$ cat src/rtl/crypto_instr_pkg.sv
`default_nettype none
// ============================================================================
// Module      : crypto_instr_pkg
// Description : Shared types, widths and helpers for the crypto functional
//               unit, including the SM3 permutation arbiter entry format.
// Revision    : 1.0 - initial release
// ============================================================================
package crypto_instr_pkg;

    // Datapath width of the crypto functional unit (32 or 64)
    localparam int unsigned XLEN = 64;

    // Default tag widths for one queued SM3 arbiter result
    localparam int unsigned SM3_ARB_TRANS_ID_BITS = 3;
    localparam int unsigned SM3_ARB_REQ_ID_BITS   = 1;

    typedef enum logic {
        SM3_P0 = 1'b0,
        SM3_P1 = 1'b1
    } sm3_op_e;

    typedef struct packed {
        logic [XLEN-1:0]                  data;
        logic [SM3_ARB_TRANS_ID_BITS-1:0] trans_id;
        logic [SM3_ARB_REQ_ID_BITS-1:0]   req_id;
    } sm3_arb_entry_t;

    // 32-bit rotate left; n is expected in 0..31
    function automatic logic [31:0] rol32(input logic [31:0] x, input int unsigned n);
        return (x << n) | (x >> (32 - n));
    endfunction

endpackage
`default_nettype wire

$ cat src/rtl/crypto_sm3.sv
`default_nettype none
// ============================================================================
// Module      : crypto_sm3
// Description : Combinational SM3 P0/P1 permutation on a 32-bit word.
// Revision    : 1.0 - initial release
// ============================================================================
module crypto_sm3
    import crypto_instr_pkg::*;
(
    input  sm3_op_e     i_op,
    input  logic [31:0] i_rs1,
    output logic [31:0] o_result
);

    // Select P0 or P1 linear permutation of the operand
    always_comb begin
        o_result = i_rs1 ^ rol32(i_rs1, 9) ^ rol32(i_rs1, 17);
        if (i_op == SM3_P1) begin
            o_result = i_rs1 ^ rol32(i_rs1, 15) ^ rol32(i_rs1, 23);
        end
    end

endmodule
`default_nettype wire

$ cat src/rtl/crypto_sm3_arb.sv
`default_nettype none
// ============================================================================
// Module      : crypto_sm3_arb
// Description : Round-robin arbiter sharing one SM3 P0/P1 unit between
//               NUM_REQ requesters, with an in-order output FIFO carrying
//               trans_id and requester tag. Flush discards all queued work.
//               Optional macro CRYPTO_SM3_ARB_PERF_EN adds perf_ops_o and
//               perf_stall_o event counters.
// Revision    : 1.0 - initial release
// ============================================================================
module crypto_sm3_arb
    import crypto_instr_pkg::*;
#(
    parameter int unsigned NUM_REQ       = 2,
    parameter int unsigned TRANS_ID_BITS = 3,
    parameter int unsigned FIFO_DEPTH    = 2
) (
    input  logic                                    clk_i,
    input  logic                                    rst_i,
    input  logic                                    flush_i,
    input  logic [NUM_REQ-1:0]                      req_valid_i,
    output logic [NUM_REQ-1:0]                      req_ready_o,
    input  logic [NUM_REQ-1:0]                      req_op_i,
    input  logic [NUM_REQ-1:0][XLEN-1:0]            req_rs1_i,
    input  logic [NUM_REQ-1:0][TRANS_ID_BITS-1:0]   req_trans_id_i,
    output logic                                    res_valid_o,
    input  logic                                    res_ready_i,
    output logic [XLEN-1:0]                         res_data_o,
    output logic [TRANS_ID_BITS-1:0]                res_trans_id_o,
    output logic [$clog2(NUM_REQ)-1:0]              res_req_id_o
`ifdef CRYPTO_SM3_ARB_PERF_EN
    ,
    output logic [31:0]                             perf_ops_o,
    output logic [31:0]                             perf_stall_o
`endif
);

    localparam int unsigned c_ID_W  = $clog2(NUM_REQ);
    localparam int unsigned c_PTR_W = $clog2(FIFO_DEPTH);
    localparam int unsigned c_CNT_W = c_PTR_W + 1;

    typedef struct packed {
        logic [XLEN-1:0]          data;
        logic [TRANS_ID_BITS-1:0] trans_id;
        logic [c_ID_W-1:0]        req_id;
    } entry_t;

    // Returns {found, index} of the first valid requester at or after ptr
    function automatic logic [c_ID_W:0] f_rr_pick(
        input logic [NUM_REQ-1:0] valid,
        input logic [c_ID_W-1:0]  ptr
    );
        logic              found;
        logic [c_ID_W-1:0] idx;
        logic [c_ID_W-1:0] cand;
        found = 1'b0;
        idx   = '0;
        for (int unsigned k = 0; k < NUM_REQ; k++) begin
            cand = c_ID_W'((32'(ptr) + k) % NUM_REQ);
            if (!found && valid[cand]) begin
                found = 1'b1;
                idx   = cand;
            end
        end
        return {found, idx};
    endfunction

    logic [c_CNT_W-1:0] r_count;
    logic [c_PTR_W-1:0] r_wr_ptr;
    logic [c_PTR_W-1:0] r_rd_ptr;
    logic [c_ID_W-1:0]  r_rr_ptr;
    entry_t             r_mem [FIFO_DEPTH];

    logic [c_ID_W:0]    w_pick;
    logic [c_ID_W-1:0]  w_grant_id;
    logic               w_space;
    logic               w_accept;
    logic               w_pop;
    sm3_op_e            w_sm3_op;
    logic [31:0]        w_sm3_rs1;
    logic [31:0]        w_sm3_res;
    logic [XLEN-1:0]    w_push_data;
    entry_t             w_push_entry;
    entry_t             w_head;
    logic               w_unused_rs1;

    // Grant at most one requester; a full FIFO blocks grants so that
    // res_ready_i never reaches the ready path
    always_comb begin
        w_pick      = f_rr_pick(req_valid_i, r_rr_ptr);
        w_grant_id  = w_pick[c_ID_W-1:0];
        w_space     = (r_count < c_CNT_W'(FIFO_DEPTH));
        w_accept    = w_pick[c_ID_W] & w_space & ~flush_i & ~rst_i;
        req_ready_o = '0;
        if (w_accept) begin
            req_ready_o[w_grant_id] = 1'b1;
        end
    end

    assign w_sm3_op  = sm3_op_e'(req_op_i[w_grant_id]);
    assign w_sm3_rs1 = req_rs1_i[w_grant_id][31:0];

    // Only the low word of each operand feeds the permutation
    assign w_unused_rs1 = ^req_rs1_i;

    crypto_sm3 u_sm3 (
        .i_op     (w_sm3_op),
        .i_rs1    (w_sm3_rs1),
        .o_result (w_sm3_res)
    );

    generate
        if (XLEN > 32) begin : g_sext
            assign w_push_data = {{(XLEN-32){w_sm3_res[31]}}, w_sm3_res};
        end else begin : g_nosext
            assign w_push_data = w_sm3_res;
        end
    endgenerate

    assign w_push_entry = '{data: w_push_data,
                            trans_id: req_trans_id_i[w_grant_id],
                            req_id: w_grant_id};

    assign w_head         = r_mem[r_rd_ptr];
    assign res_valid_o    = (r_count != '0);
    assign res_data_o     = w_head.data;
    assign res_trans_id_o = w_head.trans_id;
    assign res_req_id_o   = w_head.req_id;
    assign w_pop          = res_valid_o & res_ready_i;

    // FIFO storage, pointers, occupancy and round-robin pointer
    always_ff @(posedge clk_i or posedge rst_i) begin
        if (rst_i) begin
            r_count  <= '0;
            r_wr_ptr <= '0;
            r_rd_ptr <= '0;
            r_rr_ptr <= '0;
            for (int i = 0; i < FIFO_DEPTH; i++) begin
                r_mem[i] <= '0;
            end
        end else if (flush_i) begin
            r_count  <= '0;
            r_wr_ptr <= '0;
            r_rd_ptr <= '0;
            r_rr_ptr <= '0;
        end else begin
            if (w_accept) begin
                r_mem[r_wr_ptr] <= w_push_entry;
                r_wr_ptr        <= r_wr_ptr + c_PTR_W'(1);
                r_rr_ptr        <= (w_grant_id == c_ID_W'(NUM_REQ - 1)) ?
                                   '0 : (w_grant_id + c_ID_W'(1));
            end
            if (w_pop) begin
                r_rd_ptr <= r_rd_ptr + c_PTR_W'(1);
            end
            if (w_accept && !w_pop) begin
                r_count <= r_count + c_CNT_W'(1);
            end else if (!w_accept && w_pop) begin
                r_count <= r_count - c_CNT_W'(1);
            end
        end
    end

`ifdef CRYPTO_SM3_ARB_PERF_EN
    logic [31:0] r_perf_ops;
    logic [31:0] r_perf_stall;

    // Event counters survive flush; only reset clears them
    always_ff @(posedge clk_i or posedge rst_i) begin
        if (rst_i) begin
            r_perf_ops   <= '0;
            r_perf_stall <= '0;
        end else begin
            if (w_accept) begin
                r_perf_ops <= r_perf_ops + 32'd1;
            end
            if ((|req_valid_i) && !w_accept) begin
                r_perf_stall <= r_perf_stall + 32'd1;
            end
        end
    end

    assign perf_ops_o   = r_perf_ops;
    assign perf_stall_o = r_perf_stall;
`endif

endmodule
`default_nettype wire
$ cat config.mk
export PLATFORM = sky130hd
export DESIGN_NAME = crypto_sm3_arb
export DESIGN_NICKNAME = d
export VERILOG_FILES = /design/src/rtl/crypto_instr_pkg.sv /design/src/rtl/crypto_sm3.sv /design/src/rtl/crypto_sm3_arb.sv
export SDC_FILE = /design/constraint.sdc
export NUM_CORES = 1
export LEC_CHECK = 0
export ABC_AREA = 1
export BUFFER_PORTS_ARGS = -buffer_cell sky130_fd_sc_hd__buf_2
export CAP_MARGIN = 20
export CORE_MARGIN = 2
export CORE_UTILIZATION = 45
export DETAILED_ROUTE_END_ITERATION = 12
export PLACE_DENSITY = 0.75
export SLEW_MARGIN = 5
export SYNTH_ARGS = -nofsm -noshare
export SYNTH_HDL_FRONTEND = slang
export SYNTH_SLANG_ARGS = --single-unit
$ cat constraint.sdc
create_clock -name clk_i -period 3.5 [get_ports clk_i]
set_input_delay 0.525 -clock clk_i [delete_from_list [all_inputs] [get_ports clk_i]]
set_output_delay 0.525 -clock clk_i [all_outputs]
set_load 0.02 [all_outputs]
-- After elaboration in Yosys (flattened, before gate mapping)
Cells that the tools add are included.
- add/sub/neg operators: 6
- magnitude comparators: 8
- muxes and demuxes: 34
- bitwise operators: 16
- reduce and logical (&&, ||, !) cells: 13
- operators by type and width (kind ; number):
    68-bit two-way mux ; 4
    136-bit bitwise mux ; 1
    32-bit bitwise XOR ; 4
    32-bit two-way mux ; 3
    68-bit demux with 1-bit select ; 1
    32-bit by 15-bit bitwise OR with 32-bit output ; 1
    32-bit by 17-bit bitwise OR with 32-bit output ; 1
    32-bit by 23-bit bitwise OR with 32-bit output ; 1
    32-bit by 9-bit bitwise OR with 32-bit output ; 1
    1-bit two-way mux ; 18
    2-bit two-way mux ; 4
    1-bit by 2-bit < comparator with 1-bit output, second input constant ; 3
    3-bit two-way mux ; 2
    2-bit nonzero test ; 3
    1-bit logical AND ; 5
    1-bit adder, second input constant ; 4
    1-bit AND ; 4
    2-bit greater-or-equal comparator, second input constant ; 2
    1-bit inverter with 2-bit output ; 2
    1-bit logical NOT ; 3
    3-bit nonzero test ; 1
    2-bit by 1-bit adder with 2-bit output, second input constant ; 1
    2-bit by 1-bit < comparator with 1-bit output, second input constant ; 1
    2-bit < comparator, second input constant ; 1
    5 further kinds ; 6
- flip-flop bits (word level): 141
- input bits: 142
- output and inout bits: 71
- word-level logic and storage cells: 87

-- Depth between registers and ports, before layout
Gate-level depths: netlist of run 1.
- depth in word-level cells: 14
- mapped depth: 13

-- By module
Synthesis of run 1 repeated with hierarchy kept, for this count alone.
- cell total of the unflattened synthesis: 980
- area, all modules: 5874.4 µm²
- modules (own cells, without submodules) (module ; instances ; cells each ; area an instance (µm²) ; seq. area each (µm²)):
    crypto_sm3_arb ; 1 ; 578 ; 4112.7 ; 1926.8
    crypto_sm3 ; 1 ; 402 ; 1761.7 ; 0.0

-- Least setup slack after synthesis of run 1
No wires, ideal clock.
- path kind: input-to-output
- start point: in rst_i
- end point: out req_ready_o[0]
- data arrival time: 2973 ps
- setup slack: 2 ps
- cell stages on the path: 5
- buffers on the path: 0
- cell sequence: inv_1 -> nand3_1 -> nor2_1 -> inv_2 -> nor2_1
- word-level cells in the longest chain between the ends: 3
- ends and longest elaborated chain (element ; RTL line ; source):
    start: declaration ; crypto_sm3_arb.sv:19 ; input logic rst_i,
    1-bit inverter ; crypto_sm3_arb.sv:93 ; w_accept = w_pick[c_ID_W] & w_space & ~flush_i & ~rst_i;
    1-bit AND ; crypto_sm3_arb.sv:93 ;
    2-bit two-way mux ; crypto_sm3_arb.sv:95 ; if (w_accept) begin
    end: declaration ; crypto_sm3_arb.sv:22 ; output logic [NUM_REQ-1:0] req_ready_o,
Every way passes these cells.

-- Worst setup path after layout of run 1
- start point: in req_valid_i[1]
- end point: out req_ready_o[0]
- word-level cells in the longest chain between the ends: 11
- ends and longest elaborated chain (element ; RTL line ; source):
    start: declaration ; crypto_sm3_arb.sv:21 ; input logic [NUM_REQ-1:0] req_valid_i,
    1-bit two-way mux (implied by the code) (2 in a row) ; crypto_sm3_arb.sv:60 ; if (!found && valid[cand]) begin
    1-bit two-way mux ; crypto_sm3_arb.sv:60 ;
    1-bit logical NOT ; crypto_sm3_arb.sv:60 ;
    1-bit logical AND ; crypto_sm3_arb.sv:60 ;
    1-bit two-way mux ; crypto_sm3_arb.sv:60 ;
    1-bit by 2-bit < comparator with 1-bit output (implied by the code) or 1-bit greater-or-equal comparator (tied branches) ; crypto_sm3_arb.sv:96 ; req_ready_o[w_grant_id] = 1'b1;
    1-bit logical AND (implied by the code) ; crypto_sm3_arb.sv:96 ;
    1-bit two-way mux (implied by the code) ; crypto_sm3_arb.sv:96 ;
    1-bit demux with 1-bit select ; crypto_sm3_arb.sv:96 ;
    2-bit two-way mux * ; crypto_sm3_arb.sv:95 ;
Every way passes the cells marked *; elsewhere a longest branch is shown, timed or not. The select of a mux whose other input is x is not followed.

==> results of run 1 <==
==> through the flow <==
step	hold slack (ns)	power (uW)	cell area (um2)	instances	worst slack, ns
floorplan	0.449	3590	6680	1100	0.00203
global placement	0.462	4040	7130	1360	1.10
detailed placement	0.465	4100	7130	1360	1.07
CTS	0.460	5230	7490	1375	1.20
global route	0.475	5610	7490	1375	1.01
finish	0.466	5230	7490	1375	1.20
==> kinds of logic (layout without fill, tap and decap cells) <==
logic type | count (synthesis) | count (layout) | share of synthesized area
AO/OA/AOI/OAI | 15 | 15 | 0.0131
buffers and inverters | 127 | 218 | 0.114
flip-flops | 77 | 77 | 0.288
AND/OR/NAND/NOR | 881 | 881 | 0.584
==> layer usage <==
metal  track usage  vias up  wire, um
met5             0        -         0
met4         0.108        0       649
met3        0.0497       43      1750
met2         0.370      321      8610
met1         0.335     3400      8490
li1              -     3670         -
==> worst reg2reg max path: cells and delay by family, from the launching register on <==
kind                   cells  cell delay, ns
and+or+nand+nor           11            1.20
DFF                        1            0.37
buffers and inverters      2            0.55
==> cells in the mapped netlist, drive strengths merged <==
| cell type | n |
|---|---|
| nand2 | 599 |
| a21oi | 1 |
| nand3b | 31 |
| o21ai | 7 |
| nor2 | 12 |
| nand3 | 238 |
| buf | 72 |
| nand4 | 1 |
| a31oi | 6 |
| clkbuf | 9 |
| inv | 46 |
| o22ai | 1 |
| dfrtp | 77 |
==> worst paths after layout <==
check                            endpoint
setup / recovery           req_ready_o[0]
hold / removal                  r_mem[69]
setup reg to reg                r_mem[73]
hold reg to reg                 r_mem[74]
max in group asynchronous       r_mem[89]
min in group asynchronous       r_mem[70]
==> cells in the final DEF (no fill, tap or decap) <==
cell type	instances
clkbuf_1	1
nand4_1	1
o21ai_2	1
nor2_2	2
buf_2	148
inv_2	8
nand3_1	234
nand3b_1	31
bufinv_16	4
nand2_4	3
nand3_2	4
a31oi_1	6
dfrtp_1	77
nor2_1	10
buf_4	9
a21oi_1	1
nand2_1	544
clkbuf_16	9
o21ai_0	6
inv_1	38
o22ai_1	1
clkbuf_8	1
nand2_2	52
==> where the power goes <==
part	switching (uW)	internal, uW	total (uW)
clock	346	784	1130
sequential	215	1300	1510
combinational	1770	820	2590
==> state kept, by name, indices dropped and copies added (netlist names) <==
signal and count:
r_count 2, r_mem 72, r_rd_ptr 1, r_rr_ptr 1
r_wr_ptr 1
==> layout make-up <==
type | instances | area, um2
Fill cell | 1481 | 7040
Multi-Input combinational cell | 896 | 3990
Sequential cell | 77 | 1930
Timing Repair Buffer | 157 | 808
Clock buffer | 11 | 243
Tap cell | 184 | 230
Inverter | 46 | 173
Clock inverter | 4 | 120
==> impl_metrics.py, run 1 <==
metrics = {
    "placement": {
        "dp_hpwl_mm": 14.0,
        "portBuffers": 148,
        "gp_congestion": 0.946,
    },
    "die": {
        "die_h_um": 126,
        "die_w_um": 126,
        "rows": 44,
        "coreArea_um2": 14500,
        "dieArea_um2": 15800,
        "ios": 213,
        "start_util": 0.460,
    },
    "hold_path": {
        "min_path_cells": 3,
        "hold_path.class": "input pin to flop",
        "min_from": "req_trans_id_i[3]",
    },
    "worst_setup_path": {
        "path_class": "input pin to output port",
        "critPathSlowestCell": "buf_4",
        "cp.required_ns": 2.97,
        "ff2ff_setup_slack_ns": 1.24,
        "cp_max_fo": 65,
        "start_kind": "input pin",
        "critPathLaunch": "req_valid_i[1]",
        "cp_num_buf_inv": 4,
        "arrival_ns": 1.77,
        "cpLargestDelayFamily": "buffers and inverters",
        "cp_cell_sequence": "buf_2 > buf_4 > nor2_1 > nor2_1 > inv_2 > nor2_1 > buf_2",
        "end_kind": "output port",
        "cp.depth": 7,
        "reg2reg_from": "r_rr_ptr",
        "r2r_cells": 13,
        "critPathMaxStageDelay_ns": 0.50,
        "cp_common_cell": "nor2_1",
    },
    "synthesis": {
        "yosysTopAreaCell": "nand2_1",
        "synthCells": 1100,
        "synth_nets": 1242,
        "avgSynthCellArea_um2": 6.07,
        "ys_ff_latch": 77,
        "ys_seq_area_frac": 0.288,
        "synth_top_area_frac": 0.306,
        "synth_cell_types": 23,
        "yosys_warnings": 0,
        "yosys-top-cells-area": "nand2_1, dfrtp_1, nand3_1",
        "synthesis.area_um2": 6680,
    },
    "grt": {
        "grt-ovfl-total": 0,
        "antenna_found_initial": 0,
        "grt_first_pass_wirelength_mm": 31.5,
        "grt_max_degree": 78,
        "grt_pass1_vias": 6479,
        "track_usage": 0.243,
    },
    "route": {
        "vias": 7434,
        "antenna_left": 0,
        "viasPerCell": 5.41,
        "drc_errors": 0,
        "wire_per_inst_um": 14.2,
        "first_iter_violations": 830,
        "drt_first_pass_iters": 7,
        "drt-total-wl_mm": 19.5,
    },
    "run_status": {
        "status": "complete, no violations",
    },
    "final_layout": {
        "num-nets-final": 1329,
        "syn2layout_area_growth_pct": 12.1,
        "diodes": 0,
        "drive_gt1_frac": 0.202,
        "final_core_utilization": 0.515,
    },
    "timing": {
        "setup-tns-final_ns": 0,
        "worst_pin_slew_ns": 0.948,
        "max_freq_mhz": 435,
        "slew_violations": 0,
        "hold_viol_final": 0,
        "period_needed_ns": 2.30,
        "slew_headroom": 0.368,
        "setup_violations": 0,
        "layout_worst_path_cycle_share": 0.657,
        "fin_skew_ns": 0.00700,
        "rsz0062_at_grt": "false",
    },
    "clocking": {
        "cts_root_buf": "clkbuf_16",
        "ctsHoldBuffers": 0,
        "ctsHtreeMaxLevel": 3,
        "cts-resized-gates": 0,
        "post_cts_buffers": 0,
        "ctsLongestPathBuffers": 2,
        "clk_pin_slew_ns": 0.06,
        "insertion_delay_ns": 0.34,
        "cts_made_buffers": 9,
        "cts_sinks": 77,
        "cts_tree": "built",
    },
    "power_and_ir_drop": {
        "max-vdd-ir-drop_mv": 0.260,
        "leakagePower_uw": 0.00433,
        "power-per-cell-area_nw_per_um2": 699,
    },
    "job": {
        "max_cap_viol_count": 0,
    },
}
(Power assumes the default switching activity.)
==> run 2: changes to the inputs <==
--- a/config.mk
+++ b/config.mk
@@ -5,13 +5,13 @@
 export SDC_FILE = /design/constraint.sdc
 export NUM_CORES = 1
 export LEC_CHECK = 0
-export ABC_AREA = 1
+export ABC_AREA = 0
 export BUFFER_PORTS_ARGS = -buffer_cell sky130_fd_sc_hd__buf_2
 export CAP_MARGIN = 20
 export CORE_MARGIN = 2
 export CORE_UTILIZATION = 45
 export DETAILED_ROUTE_END_ITERATION = 12
-export PLACE_DENSITY = 0.75
+export PLACE_DENSITY = 0.8
 export SLEW_MARGIN = 5
 export SYNTH_ARGS = -nofsm -noshare
 export SYNTH_HDL_FRONTEND = slang
==> constraint.sdc (replaced) <==
create_clock -name clk_i -period 1.95 [get_ports clk_i]
set_input_delay 0.2925 -clock clk_i [delete_from_list [all_inputs] [get_ports clk_i]]
set_output_delay 0.2925 -clock clk_i [all_outputs]
set_load 0.02 [all_outputs]
==> impl_metrics.py, run 2 <==
metrics = {
    "worst_setup_path": {
        "path_class": "flop to flop",
        "ff2ff_setup_slack_ns": 0.03,
        "start_kind": "flop",
        "cp_num_buf_inv": 1,
        "cp_cell_sequence": "or3_4 > or3_4 > or2_1 > buf_12 > nor2_1 > a221o_1",
        "r2r_cells": 6,
        "end_kind": "flop",
        "r2r_end": "r_mem[91]",
        "reg2reg_from": "r_count[1]",
        "cp_max_fo": 33,
        "critPathSlowestCell": "or3_4",
        "arrival_ns": 2.19,
        "cpLargestDelayFamily": "simple AND/OR/NAND/NOR gates",
        "cp.required_ns": 2.22,
        "cp_common_cell": "or3_4",
        "critPathMaxStageDelay_ns": 0.43,
    },
    "power_and_ir_drop": {
        "total_power_uw": 6880,
        "power-per-cell-area_nw_per_um2": 1010,
        "max-vdd-ir-drop_mv": 0.478,
        "leakagePower_uw": 0.00317,
    },
    "grt": {
        "grt-ovfl-total": 0,
        "met1_usage": 0.329,
        "grtUsageMet3": 0.0628,
        "grt_pass1_vias": 4843,
        "grt_max_degree": 34,
        "track_usage": 0.259,
        "busiest_layer": "met2",
        "groute.layer.met2.usage": 0.425,
        "grt_first_pass_wirelength_mm": 26.1,
        "antenna_found_initial": 4,
    },
    "die": {
        "ios": 213,
        "dieArea_um2": 13400,
        "coreArea_um2": 12100,
        "rows": 40,
        "die_w_um": 116,
        "start_util": 0.463,
        "die_h_um": 116,
    },
    "synthesis": {
        "synth_cell_types": 33,
        "synthArstFlopShare": 1.00,
        "synthCells": 559,
        "yosys_warnings": 0,
        "ys_ff_latch": 77,
        "ys_seq_area_frac": 0.343,
        "avgSynthCellArea_um2": 10.0,
        "ys.flop_type": "dfrtp_1",
        "yosysMostFrequentCell": "xnor2_1",
        "yosysTopAreaCell": "dfrtp_1",
        "synth_nets": 701,
        "synth_common_cells": "xnor2_1, dfrtp_1, mux2i_1",
        "synth_top_area_frac": 0.343,
        "synth_edf_count": 0,
        "yosys-top-cells-area": "dfrtp_1, xnor2_1, mux2i_1",
        "synthesis.area_um2": 5610,
    },
    "timing": {
        "worst_pin_slew_ns": 0.584,
        "max_freq_mhz": 520,
        "hold_viol_final": 0,
        "fin_skew_ns": 0.00567,
        "setup_violations": 0,
        "slew_headroom": 0.610,
        "period_needed_ns": 1.92,
        "layout_worst_path_cycle_share": 0.987,
        "rsz0062_at_grt": "false",
        "slew_violations": 0,
        "postLayoutSetupSlackWorst_ns": 0.0256,
    },
    "clocking": {
        "clk_pin_slew_ns": 0.06,
        "insertion_delay_ns": 0.33,
        "post_cts_buffers": 0,
        "cts_root_buf": "clkbuf_16",
        "ctsHoldBuffers": 0,
        "ctsLongestPathBuffers": 2,
        "cts_made_buffers": 9,
        "cts_tree": "built",
        "ctsHtreeMaxLevel": 3,
        "cts_sinks": 77,
    },
    "route": {
        "vias": 4845,
        "drt-total-wl_mm": 17.2,
        "antenna_left": 0,
        "drt_first_pass_iters": 5,
        "wire_per_inst_um": 20.1,
        "viasPerCell": 5.69,
        "first_iter_violations": 511,
        "drc_errors": 0,
    },
    "final_layout": {
        "num-nets-final": 818,
        "syn2layout_area_growth_pct": 20.8,
        "reg_top3": "r_mem: 72 flops, r_count: 2 flops",
        "largest_reg_flops": 72,
        "top_register": "r_mem",
        "fill_cells": 1107,
        "drive_gt1_frac": 0.342,
        "mostFrequentLayoutCell": "buf_2",
        "most-common-layout-cells": "buf_2, xnor2_1, dfrtp_1",
    },
    "placement": {
        "portBuffers": 148,
        "dp_hpwl_mm": 13.2,
        "gp_congestion": 0.924,
        "pre_cts_slack_ns": -0.0873,
    },
    "hold_path": {
        "hold_path.class": "input pin to async pin",
    },
    "job": {
        "max_cap_viol_count": 0,
    },
    "run_status": {
        "status": "complete, no violations",
    },
}
-- run 2: area by class of cell --
cell class | count | area (um2) | area share
sequential | 77 | 1930 | 0.284
clock buffer | 12 | 256 | 0.0378
tap | 168 | 210 | 0.0310
inverter | 3 | 15.0 | 0.00221
antenna | 3 | 7.51 | 0.00111
timing repair buffer | 172 | 1040 | 0.153
clock inverter | 4 | 22.5 | 0.00332
multi-input combinational | 413 | 3300 | 0.487
-- run 2: worst max-delay path by stage --
stage	start	endpoint	depth (start not counted)
floorplan	r_count[1]	r_mem[74]	8
global placement	rst_i	r_mem[89]	5
detailed placement	rst_i	r_mem[91]	5
CTS	r_rd_ptr	res_data_o[20]	3
global route	r_rd_ptr	res_data_o[20]	3
finish	r_count[1]	r_mem[91]	6
-- run 2: per-stage QoR --
stage          utilization  cell area (um2)  cells  hold WS (ns)  TNS [ns]
2_1_floorplan            -             5630    559         0.356         0
3_3_place_gp         0.534             6470    833         0.456    -0.301
3_5_place_dp         0.534             6470    833         0.465    -0.705
4_1_cts              0.558             6760    849         0.143         0
5_1_grt              0.560             6780    852         0.191         0
6_report             0.560             6780    852         0.138         0
-- run 2: cell families (layout without fill, tap and decap cells) --
logic type | after synthesis | count (layout) | synth area share
other | 0 | 3 | 0
buffers and inverters | 69 | 191 | 0.0718
AO/OA/AOI/OAI | 105 | 105 | 0.143
multiplexers | 95 | 95 | 0.177
XOR/XNOR | 131 | 131 | 0.204
AND/OR/NAND/NOR | 82 | 82 | 0.0604
flip-flops | 77 | 77 | 0.343
-- run 2: per-layer routing --
metal  share of wire  wire, um  vias to the layer above
met3           0.087      1490                       38
met5         0.00041         7                        -
met4           0.032       547                        2
li1                -         -                     2184
met2            0.47      7980                      247
met1            0.42      7130                     2374
-- run 2: power breakdown --
group | leakage, uW | switching (uW) | internal [uW]
registers | 0.000974 | 281 | 2090
clock network | 0.000138 | 638 | 924
logic | 0.00206 | 1680 | 1260
-- run 2: repair_timing --
action / 4_1_cts / 5_1_grt
setup endpoints to repair: 2 / 39
gates cloned: 0 / 0
resized for setup: 1 / 5
-- run 2: worst register-to-register path, cell delays in order (launching register included) --
cell and delay, ns:
dfrtp_1 0.38, or3_4 0.34, or3_4 0.43, or2_1 0.26, buf_12 0.17, nor2_1 0.14, a221o_1 0.13
